<file path="src/rtl/ibuf_pkg.sv">
// Shared defaults and helpers for the input-buffer synchroniser/debounce block.
package ibuf_pkg;

   localparam int IBUF_SYNC_STAGES_DEF = 2;
   localparam int IBUF_DEBOUNCE_DEF    = 16;

   // Counter must hold DEBOUNCE_CYCLES-1; one spare bit keeps cycles=1 legal.
   function automatic int ibuf_cnt_w(input int cycles);
      return $clog2(cycles) + 1;
   endfunction

endpackage

</file>
<file path="src/rtl/ibuf_chan.sv">
// One input channel: polarity, synchroniser, debounce filter, edge pulses.
// Debounce counter present only when IBUF_DEBOUNCE_EN is defined.
module ibuf_chan #(
   parameter int   SYNC_STAGES     = 2,
   parameter int   DEBOUNCE_CYCLES = 16,
   parameter logic RESET_VAL       = 1'b0
) (
   input  logic clk_i,
   input  logic rstn_i,
   input  logic pad_i,
   input  logic en_i,
   input  logic invert_i,
   output logic data_o,
   output logic rise_o,
   output logic fall_o
);
   import ibuf_pkg::*;

   logic [SYNC_STAGES-1:0] sync_q;
   logic                   s;
   logic                   stable_q;
   logic                   stable_d;
   logic                   rise_d;
   logic                   fall_d;

   // Inversion ahead of the chain, so toggling invert_i looks like a pad change.
   always_ff @(posedge clk_i or negedge rstn_i) begin
      if (!rstn_i) sync_q <= {SYNC_STAGES{RESET_VAL}};
      else         sync_q <= {sync_q[SYNC_STAGES-2:0], pad_i ^ invert_i};
   end

   assign s = sync_q[SYNC_STAGES-1];

`ifdef IBUF_DEBOUNCE_EN
   localparam int            CW = ibuf_cnt_w(DEBOUNCE_CYCLES);
   localparam logic [CW-1:0] TC = CW'(DEBOUNCE_CYCLES - 1);

   logic [CW-1:0] cnt_q;
   logic [CW-1:0] cnt_d;

   always_comb begin
      stable_d = stable_q;
      cnt_d    = '0;
      if (!en_i) begin
         stable_d = RESET_VAL;
      end else if (s != stable_q) begin
         if (cnt_q >= TC) stable_d = s;
         else             cnt_d    = cnt_q + CW'(1);
      end
   end

   always_ff @(posedge clk_i or negedge rstn_i) begin
      if (!rstn_i) cnt_q <= '0;
      else         cnt_q <= cnt_d;
   end
`else
   logic unused_dbc;
   assign unused_dbc = (DEBOUNCE_CYCLES > 0);

   always_comb begin
      stable_d = en_i ? s : RESET_VAL;
   end
`endif

   // Forcing to RESET_VAL on disable must not look like an edge.
   always_comb begin
      rise_d = en_i &  stable_d & ~stable_q;
      fall_d = en_i & ~stable_d &  stable_q;
   end

   always_ff @(posedge clk_i or negedge rstn_i) begin
      if (!rstn_i) begin
         stable_q <= RESET_VAL;
         rise_o   <= 1'b0;
         fall_o   <= 1'b0;
      end else begin
         stable_q <= stable_d;
         rise_o   <= rise_d;
         fall_o   <= fall_d;
      end
   end

   assign data_o = stable_q;

endmodule

</file>
<file path="src/rtl/ibuf_sync_filter.sv">
// Multi-channel input conditioning: NUM_CH independent ibuf_chan instances.
// Debounce filtering is built in when IBUF_DEBOUNCE_EN is defined.
module ibuf_sync_filter
   import ibuf_pkg::*;
#(
   parameter int                NUM_CH          = 8,
   parameter int                SYNC_STAGES     = IBUF_SYNC_STAGES_DEF,
   parameter int                DEBOUNCE_CYCLES = IBUF_DEBOUNCE_DEF,
   parameter logic [NUM_CH-1:0] RESET_VAL       = {NUM_CH{1'b0}}
) (
   input  logic              clk_i,
   input  logic              rstn_i,
   input  logic [NUM_CH-1:0] pad_i,
   input  logic [NUM_CH-1:0] en_i,
   input  logic [NUM_CH-1:0] invert_i,
   output logic [NUM_CH-1:0] data_o,
   output logic [NUM_CH-1:0] rise_o,
   output logic [NUM_CH-1:0] fall_o,
   output logic              change_o
);

   for (genvar i = 0; i < NUM_CH; i++) begin : g_chan
      ibuf_chan #(
         .SYNC_STAGES     (SYNC_STAGES),
         .DEBOUNCE_CYCLES (DEBOUNCE_CYCLES),
         .RESET_VAL       (RESET_VAL[i])
      ) u_chan (
         .clk_i    (clk_i),
         .rstn_i   (rstn_i),
         .pad_i    (pad_i[i]),
         .en_i     (en_i[i]),
         .invert_i (invert_i[i]),
         .data_o   (data_o[i]),
         .rise_o   (rise_o[i]),
         .fall_o   (fall_o[i])
      );
   end

   assign change_o = |(rise_o | fall_o);

endmodule

</file>
<file path="config.mk">
export PLATFORM = sky130hd
export DESIGN_NAME = ibuf_sync_filter
export DESIGN_NICKNAME = d
export VERILOG_FILES = /design/src/rtl/ibuf_pkg.sv /design/src/rtl/ibuf_chan.sv /design/src/rtl/ibuf_sync_filter.sv
export SDC_FILE = /design/constraint.sdc
export NUM_CORES = 1
export LEC_CHECK = 0
export BUFFER_PORTS_ARGS = -buffer_cell sky130_fd_sc_hd__buf_2
export CAP_MARGIN = 40
export CORE_ASPECT_RATIO = 0.9
export CORE_MARGIN = 1
export CORE_UTILIZATION = 52
export DETAILED_ROUTE_END_ITERATION = 10
export PLACE_DENSITY = 0.81
export SLEW_MARGIN = 20
export SYNTH_ARGS = -nofsm -noshare
export SYNTH_HDL_FRONTEND = slang
export SYNTH_SLANG_ARGS = --single-unit
export TNS_END_PERCENT = 5
</file>
<file path="constraint.sdc">
create_clock -name clk_i -period 1.6 [get_ports clk_i]
set_clock_uncertainty 0.15 [all_clocks]
set_input_delay 0.24 -clock clk_i [delete_from_list [all_inputs] [get_ports clk_i]]
set_output_delay 0.24 -clock clk_i [all_outputs]
set_load 0.03 [all_outputs]
</file>
== After elaboration in Yosys (flattened, before gate mapping) ==
Index checks and enable logic that the tools add are counted.
W data, S select, Z words.
Operators by class
  multiplexer cells: 8
  reduce and logical (&&, ||, !) cells: 1
  bitwise operators: 57
Operator list (number)
  $and A1 B1 Y1: 32
  $not A1 Y1: 16
  $mux W1: 8
  $or A8 B8 Y8: 1
  $reduce_or A8 Y1: 1
  $xor A1 B1 Y1: 8
Storage, ports and cells
  bits in registers: 40

== Longest topological paths before layout ==
Gate-level depths: netlist of run 1.
  depth in word-level cells: 4
  gate-level depth with buffers: 2
  depth with buffers taken out: 2

== Hierarchy ==
Synthesis of run 1 repeated with hierarchy kept, for this count alone.
Second synthesis, totals
  cell total of the unflattened synthesis: 77
  area total of the unflattened synthesis: 1302.5 um2
By module, submodules not included
  ibuf_chan: instances 8, cells each 9, sequential area each 125.1 um2, area each 158.9 um2
  ibuf_sync_filter: instances 1, cells each 5, sequential area each 0.0 um2, area each 31.3 um2

== Worst setup path after synthesis of run 1 ==
No wires, ideal clock.
  kind: register -> output
  start: register g_chan[5].u_chan.rise_o
  end: output change_o
  cell stages (with the launch flop): 3
  data arrival time: 0.958 ns
  path slack: 0.252 ns
  required time: 1.210 ns
  cells stage by stage: dfrtp_1 > nor4_1 > nand4_1
Between the ends
  word-level cells in the longest chain between the ends: 2
RTL lines
  start, declared: line ibuf_chan.sv:14  | output logic rise_o,
  start signal, assigned: line ibuf_chan.sv:78  | rise_o <= rise_d;
  $or A8 B8 Y8: line ibuf_sync_filter.sv:39  | assign change_o = |(rise_o | fall_o);
  $reduce_or A8 Y1: line ibuf_sync_filter.sv:39
  end, declared: line ibuf_sync_filter.sv:19  | output logic change_o
Every way passes these cells.

== Worst setup path after layout of run 1 ==
  start: register g_chan[4].u_chan.fall_o
  end: output change_o
Between the ends
  word-level cells in the longest chain between the ends: 2
RTL lines
  start, declared: line ibuf_chan.sv:15  | output logic fall_o
  start signal, assigned: line ibuf_chan.sv:79  | fall_o <= fall_d;
  $or A8 B8 Y8: line ibuf_sync_filter.sv:39
  $reduce_or A8 Y1: line ibuf_sync_filter.sv:39
Every way passes these cells.

==> metrics.md, run 1 <==
| Metric | Value |
|---|---|
| Status | finished, violations left |
| Failing checks | design-rule violations, negative setup slack |
| Iteration-0 DRC count of the detailed router | 23 |
| Hold Path Origin | en_i[0] |
| Hold Path Depth | 2 |
| VDD IR max | between 0.0006 and 0.0007 V |
| Worst r2r src | g_chan[1].u_chan.sync_q[1] |
| Post-route insts no fill | a little under 200 |
| Initial antenna violation count | 0 |
| Die area | 0.00299 mm² |
| CP Data Required Time | ~1200 ps |
| R2R depth | 2 |
| Pre-antenna DRT Iters | 7 |
| Syn_nets | ~130 |
| Yosys warnings | 0 |
| Core footprint | 0.00253 mm² |
| Leakage power | about 1.0 nW |
| Layout fillers | between 150 and 200 |
| CP Class | register to primary output |
| RR Endpoint | g_chan[1].u_chan.rise_o |
| I/O pin total | between 50 and 60 |
| Count of final hold-check violations | 0 |
| Root Driver | clkbuf_4 |
| Crit start category | register |
| Fmax | just under 0.6 GHz |
| DP Cell Count | ~160 |
| Area added between synthesis and finish | 33.6% |
| Gpl congestion | 0.708 |
| RSZ-0062 raised after global routing | true |
| CTS HTree Levels | 2 |
| Footprint of the multi-input gates | between 200 and 300 µm² |
| Clock Tree Buf Depth | 2 |
| R2R Setup Slk | approximately 670 ps |
| Gr usage total | 17.7% |
| Die span in x | approximately 58 µm |
| Pre-CTS WS | about 220 ps |
| Remaining antenna violation count after routing | 0 |
| N_diodes | 0 |
| Wirelength per Cell | roughly 12 µm |
| Max Cap Viol | 0 |
| Hold worst-path end | g_chan[0].u_chan.data_o |
| Worst slew margin relative to its limit | slightly above 70% |
| Least-Margin Pin Slew | approximately 420 ps |
| Post-DP HPWL | 1490 µm |
| Die Y | approximately 52 µm |
| Initial Util | about 57% |
| Layout net count | around 190 |
| Row Count | 17 |
| Register area share after synthesis | between 60 and 70% |
| First-pass GRT wire length | about 3600 µm |
| HP Class | input pin to register |
| Via density | ~4.5 |
| CTS tree | done |
| Netlist cell types | 10 |
| Seq. cell area | about 0.0010 mm² |
| Power per cell area | 1120 mW/mm² |
| Max-slew violations | 0 |
| Setup ws final | -102 ps |
| Layout cells sized above 1 | ~37% |
| Post-Syn Area | between 0.001 and 0.0015 mm² |
| CP endpoint kind | primary output |
| Grt ovf | 0 |
| Period Utilization, post-route | 106% |
| Mapped Cells | 108 |
| Total CTS buffers | 5 |
| Syn_area_per_cell | around 13 µm² |
| Total Wirelength | 2290 µm |
| Number of synthesized register bits | 40 |
| Clk sinks | 40 |
| Arr. time, crit path | about 1300 ps |
| Most common cell after layout, fill and taps aside | buf_2 |
| Vias in the first global route | just under 900 |
| Final setup viols | 1 |
| Worst-path maximum fanout | 2 |
| Highest-count cells in the layout ignoring fill and taps | buf_2 (49), dfrtp_1 (40), dlygate4sd3_1 (24) |
| PortBufs | 50 |
| Minimum clock period | approximately 1700 ps |
| DR DRC count | 5 |
| Largest net degree at the start of global routing | 24 |
| Clock latency on the worst-skew pair | ~330 ps |
| Clk slew on worst S/H paths | approximately 120 ps |
| Via Count | about 870 |
==> report_power, final <==
| group | internal [mW] | total, mW | switching, mW |
|---|---|---|---|
| registers | 1.09 | 1.13 | 0.0420 |
| logic | 0.148 | 0.316 | 0.168 |
| clock network | 0.415 | 0.715 | 0.300 |
==> worst max path at each step <==
| stage | startpoint | to | slack, ps |
|---|---|---|---|
| after floorplan | g_chan[5].u_chan.rise_o | change_o | 250 |
| after global placement | g_chan[1].u_chan.rise_o | change_o | 240 |
| after global routing | g_chan[1].u_chan.rise_o | change_o | -180 |
| final | g_chan[4].u_chan.fall_o | change_o | -100 |
| after detailed placement | g_chan[1].u_chan.rise_o | change_o | 220 |
| after CTS | g_chan[1].u_chan.rise_o | change_o | -130 |
==> layer usage <==
| metal | GRT usage, % | vias up | part of all wire [%] |
|---|---|---|---|
| li1 | - | 431 | - |
| met1 | 19.5 | 400 | 43 |
| met3 | 5.97 | 6 | 6.7 |
| met4 | 14.2 | 0 | 2.7 |
| met5 | 0 | - | 0 |
| met2 | 28.1 | 37 | 48 |
==> cells in the mapped netlist <==
library cell | n | area (µm²)
and3b_1 | 1 | 8.76
nand4_1 | 1 | 6.26
xor2_1 | 8 | 70.1
buf_4 | 24 | 180
dfrtp_1 | 40 | 1000
nor2b_1 | 8 | 50.1
and2_1 | 8 | 50.1
nor4_1 | 4 | 25.0
nor2_1 | 7 | 26.3
nand2_1 | 7 | 26.3
==> through the flow <==
step / area, µm² / power (mW) / TNS [ps] / utilization, % / hold WS [ps]
after floorplan: 1440 / 1.33 / 0 / - / -206
after global placement: 1570 / 1.39 / 0 / 62.0 / 32.5
after detailed placement: 1570 / 1.40 / 0 / 62.0 / 45.5
after CTS: 1920 / 2.17 / -133 / 76.0 / 2.93
after global routing: 1930 / 2.26 / -176 / 76.2 / 17.5
final: 1930 / 2.16 / -102 / 76.2 / 19.3
==> state kept, by name, indices dropped and copies added (netlist names) <==
name,cells
g_chan.u_chan.rise_o,8
g_chan.u_chan.data_o,8
g_chan.u_chan.sync_q,16
g_chan.u_chan.fall_o,8
==> cells by family after synthesis <==
kind of cell	share of synthesized area [%]
AND/OR/NAND/NOR	13.3
XOR/XNOR	4.85
buffers and inverters	12.5
flip-flops	69.3
==> area by class of cell <==
cell class | instances | area share, %
Clock buffer | 7 | 3.37
Sequential cell | 40 | 51.9
Multi-Input combinational cell | 44 | 14.6
Timing Repair Buffer | 75 | 26.8
Clock inverter | 1 | 1.56
Tap cell | 28 | 1.82
==> critical path, stage by stage (launching register included) <==
cell     delay, ps
dfrtp_1        410
nor4_2         280
nand4_1        130
buf_6          160
==> repair_timing <==
| action | CTS | global route |
|---|---|---|
| endpoints found under the hold margin | 34 | 0 |
| gates resized for setup | 4 | 1 |
| hold buffers | 24 | 0 |
| setup buffers | 0 | 0 |
| setup endpoints to repair | 1 | 1 |
No activity file was read; power rests on OpenSTA's default activity.
==> run 2: changes to the inputs <==
- CORE_UTILIZATION: 52 -> 48
- PLACE_DENSITY: 0.81 -> 0.75
- clock period: 1.6 -> 1.95 ns (I/O delays scaled with it)
==> run 2 against run 1 <==
The run now ends clean. Total power down 22%. Worst setup slack better by 260 ps. Worst hold slack worse by 0.98 ps. Routed wire length decreased by 4.6%. Sequential share of layout area increased by 1.5 points. Via count rose by 1.3%. Non-clock buffer count is 2 lower. Cell area down 2.9%. Final cell count up 5.1%. Clock-buffer cell count shrank 1. Critical path depth stayed put. Die area up 8.0%.
==> metrics.md, run 2 (synthesis results as in run 1) <==
| Metric | Value |
|---|---|
| Arr. time, crit path | about 1400 ps |
| GR Layer Usage met3 | between 7 and 8% |
| Layout cells sized above 1 | between 30% and 40% |
| Largest Register | g_chan.u_chan.sync_q |
| Core footprint | around 0.0028 mm² |
| Setup tns final | 0 ps |
| Gpl congestion | about 0.67 |
| Count of final hold-check violations | 0 |
| HP Class | input pin to register |
| RR Endpoint | g_chan[1].u_chan.rise_o |
| Launch point of the worst path | g_chan[1].u_chan.rise_o |
| Clock Tree Buf Depth | 2 |
| Switch Pwr | between 400 and 500 µW |
| Sequential share of power | 55.0% |
| Least-Margin Pin Slew | between 400 and 500 ps |
| Via density | about 4.3 |
| Pre-antenna DRT Iters | 4 |
| Fmax | approximately 0.56 GHz |
| GRT met1 Usage | ~16% |
| Power per cell area | 898 mW/mm² |
| Root Driver | clkbuf_4 |
| Row Count | 18 |
| R2R depth | 2 |
| Clk sinks | 40 |
| DR DRC count | 0 |
| Via Count | 885 |
| RSZ-0062 raised after global routing | false |
| Gr usage total | 15.3% |
| CP Data Required Time | 1510 ps |
| Initial antenna violation count | 0 |
| Largest net degree at the start of global routing | 22 |
| CP Class | register to primary output |
| N_diodes | 0 |
| Remaining antenna violation count after routing | 0 |
| Crit start category | register |
| I/O pin total | 51 |
| Die area | between 0.003 and 0.004 mm² |
| Minimum clock period | about 1800 ps |
| Status | completed |
| Switching share of total power | about a quarter |
| Iteration-0 DRC count of the detailed router | 17 |
| VDD IR max | slightly below 0.0005 V |
| Internal | approximately 1.3 mW |
| Comb power frac | 14.7% |
| Worst r2r src | g_chan[1].u_chan.sync_q[1] |
| Hold Path Depth | 3 |
| Vias in the first global route | about 770 |
| Period Utilization, post-route | between 90 and 100% |
| Clock latency on the worst-skew pair | around 340 ps |
| Max Cap Viol | 0 |
| Total CTS buffers | 5 |
| Highest-count cells in the layout ignoring fill and taps | buf_2 (50), dfrtp_1 (40), dlygate4sd3_1 (22) |
| Top Usage Layer GRT | met2 |
| CTS HTree Levels | 2 |
| Met2 usage | roughly 26% |
| Clk slew on worst S/H paths | 110 ps |
| CTS tree | done |
| Total Wirelength | roughly 2200 µm |
| PortBufs | 50 |
| Worst-path maximum fanout | 2 |
| Max-slew violations | 0 |
| Worst slew margin relative to its limit | 72.0% |
| Max FFs per register | 16 |
| CP endpoint kind | primary output |
| Clock Power Share | a little under a third |
| R2R Setup Slk | 1030 ps |
| Post-DP HPWL | between 1000 and 1500 µm |
| Hold Path Origin | en_i[1] |
| Die Y | 54.0 µm |
| Initial Util | between 50% and 60% |
| Layout net count | 190 |
| Hold worst-path end | g_chan[1].u_chan.fall_o |
| Hold WS | about 18 ps |
| Die span in x | ~60 µm |
| Grt ovf | 0 |
| Wirelength per Cell | ~11 µm |
| Layout fillers | 235 |
| Leakage power | slightly below 1 nW |
| First-pass GRT wire length | around 3300 µm |
| Post-CTS Setup Bufs | 0 |
| Most common cell after layout, fill and taps aside | buf_2 |
| Final setup viols | 0 |
| Area added between synthesis and finish | 29.8% |
[run 2: critical path, cell delays in order (launching register included)]
cell and delay [ps]:
dfrtp_1 410, nor4_2 290, nand4_1 120, buf_2 200
[run 2: layout make-up]
type / instances / area [µm²] / area share (%)
flip-flops and latches: 40 / 1000 / 53.4
repair buffers: 73 / 478 / 25.5
multi-input cells: 44 / 269 / 14.4
well taps: 40 / 50.0 / 2.67
clock buffers: 6 / 41.3 / 2.20
clock inverters: 2 / 35.0 / 1.87
[run 2: per-layer routing]
layer | vias up | part of all wire [%]
met5 | - | 0
met4 | 0 | 1.9
met3 | 5 | 7.2
met2 | 35 | 51
met1 | 415 | 40
li1 | 430 | -
[run 2: what timing repair did]
action / CTS / global route
endpoints found under the setup margin: 0 / 1
resized for setup: 0 / 1
hold endpoints to repair: 28 / 4
hold buffers: 18 / 4
[run 2: worst max-delay path by stage]
| stage | end | slack, ps | cells past startpoint |
|---|---|---|---|
| 3_3_place_gp | change_o | 490 | 3 |
| 4_1_cts | change_o | 60 | 3 |
| 6_report | change_o | 160 | 3 |
| 2_1_floorplan | change_o | 550 | 2 |
| 5_1_grt | change_o | 50 | 3 |
| 3_5_place_dp | change_o | 440 | 3 |
[run 2: per-stage QoR]
step	setup WS, ps	cells	power [mW]	instance area [µm²]	util, %
after global placement	488	175	1.14	1570	56.3
after CTS	55.1	201	1.69	1830	65.5
after detailed placement	440	175	1.14	1570	56.3
after global routing	53.7	205	1.76	1870	67.1
final	158	205	1.68	1870	67.1
after floorplan	550	108	1.10	1440	-
[run 2: power groups by stage]
| stage | registers, mW | clock network, mW | logic, mW |
|---|---|---|---|
| floorplan | 0.933 | 0 | 0.162 |
| global placement | 0.937 | 0 | 0.199 |
| detailed placement | 0.941 | 0 | 0.203 |
| CTS | 0.925 | 0.524 | 0.242 |
| global route | 0.934 | 0.562 | 0.268 |
| finish | 0.925 | 0.510 | 0.247 |
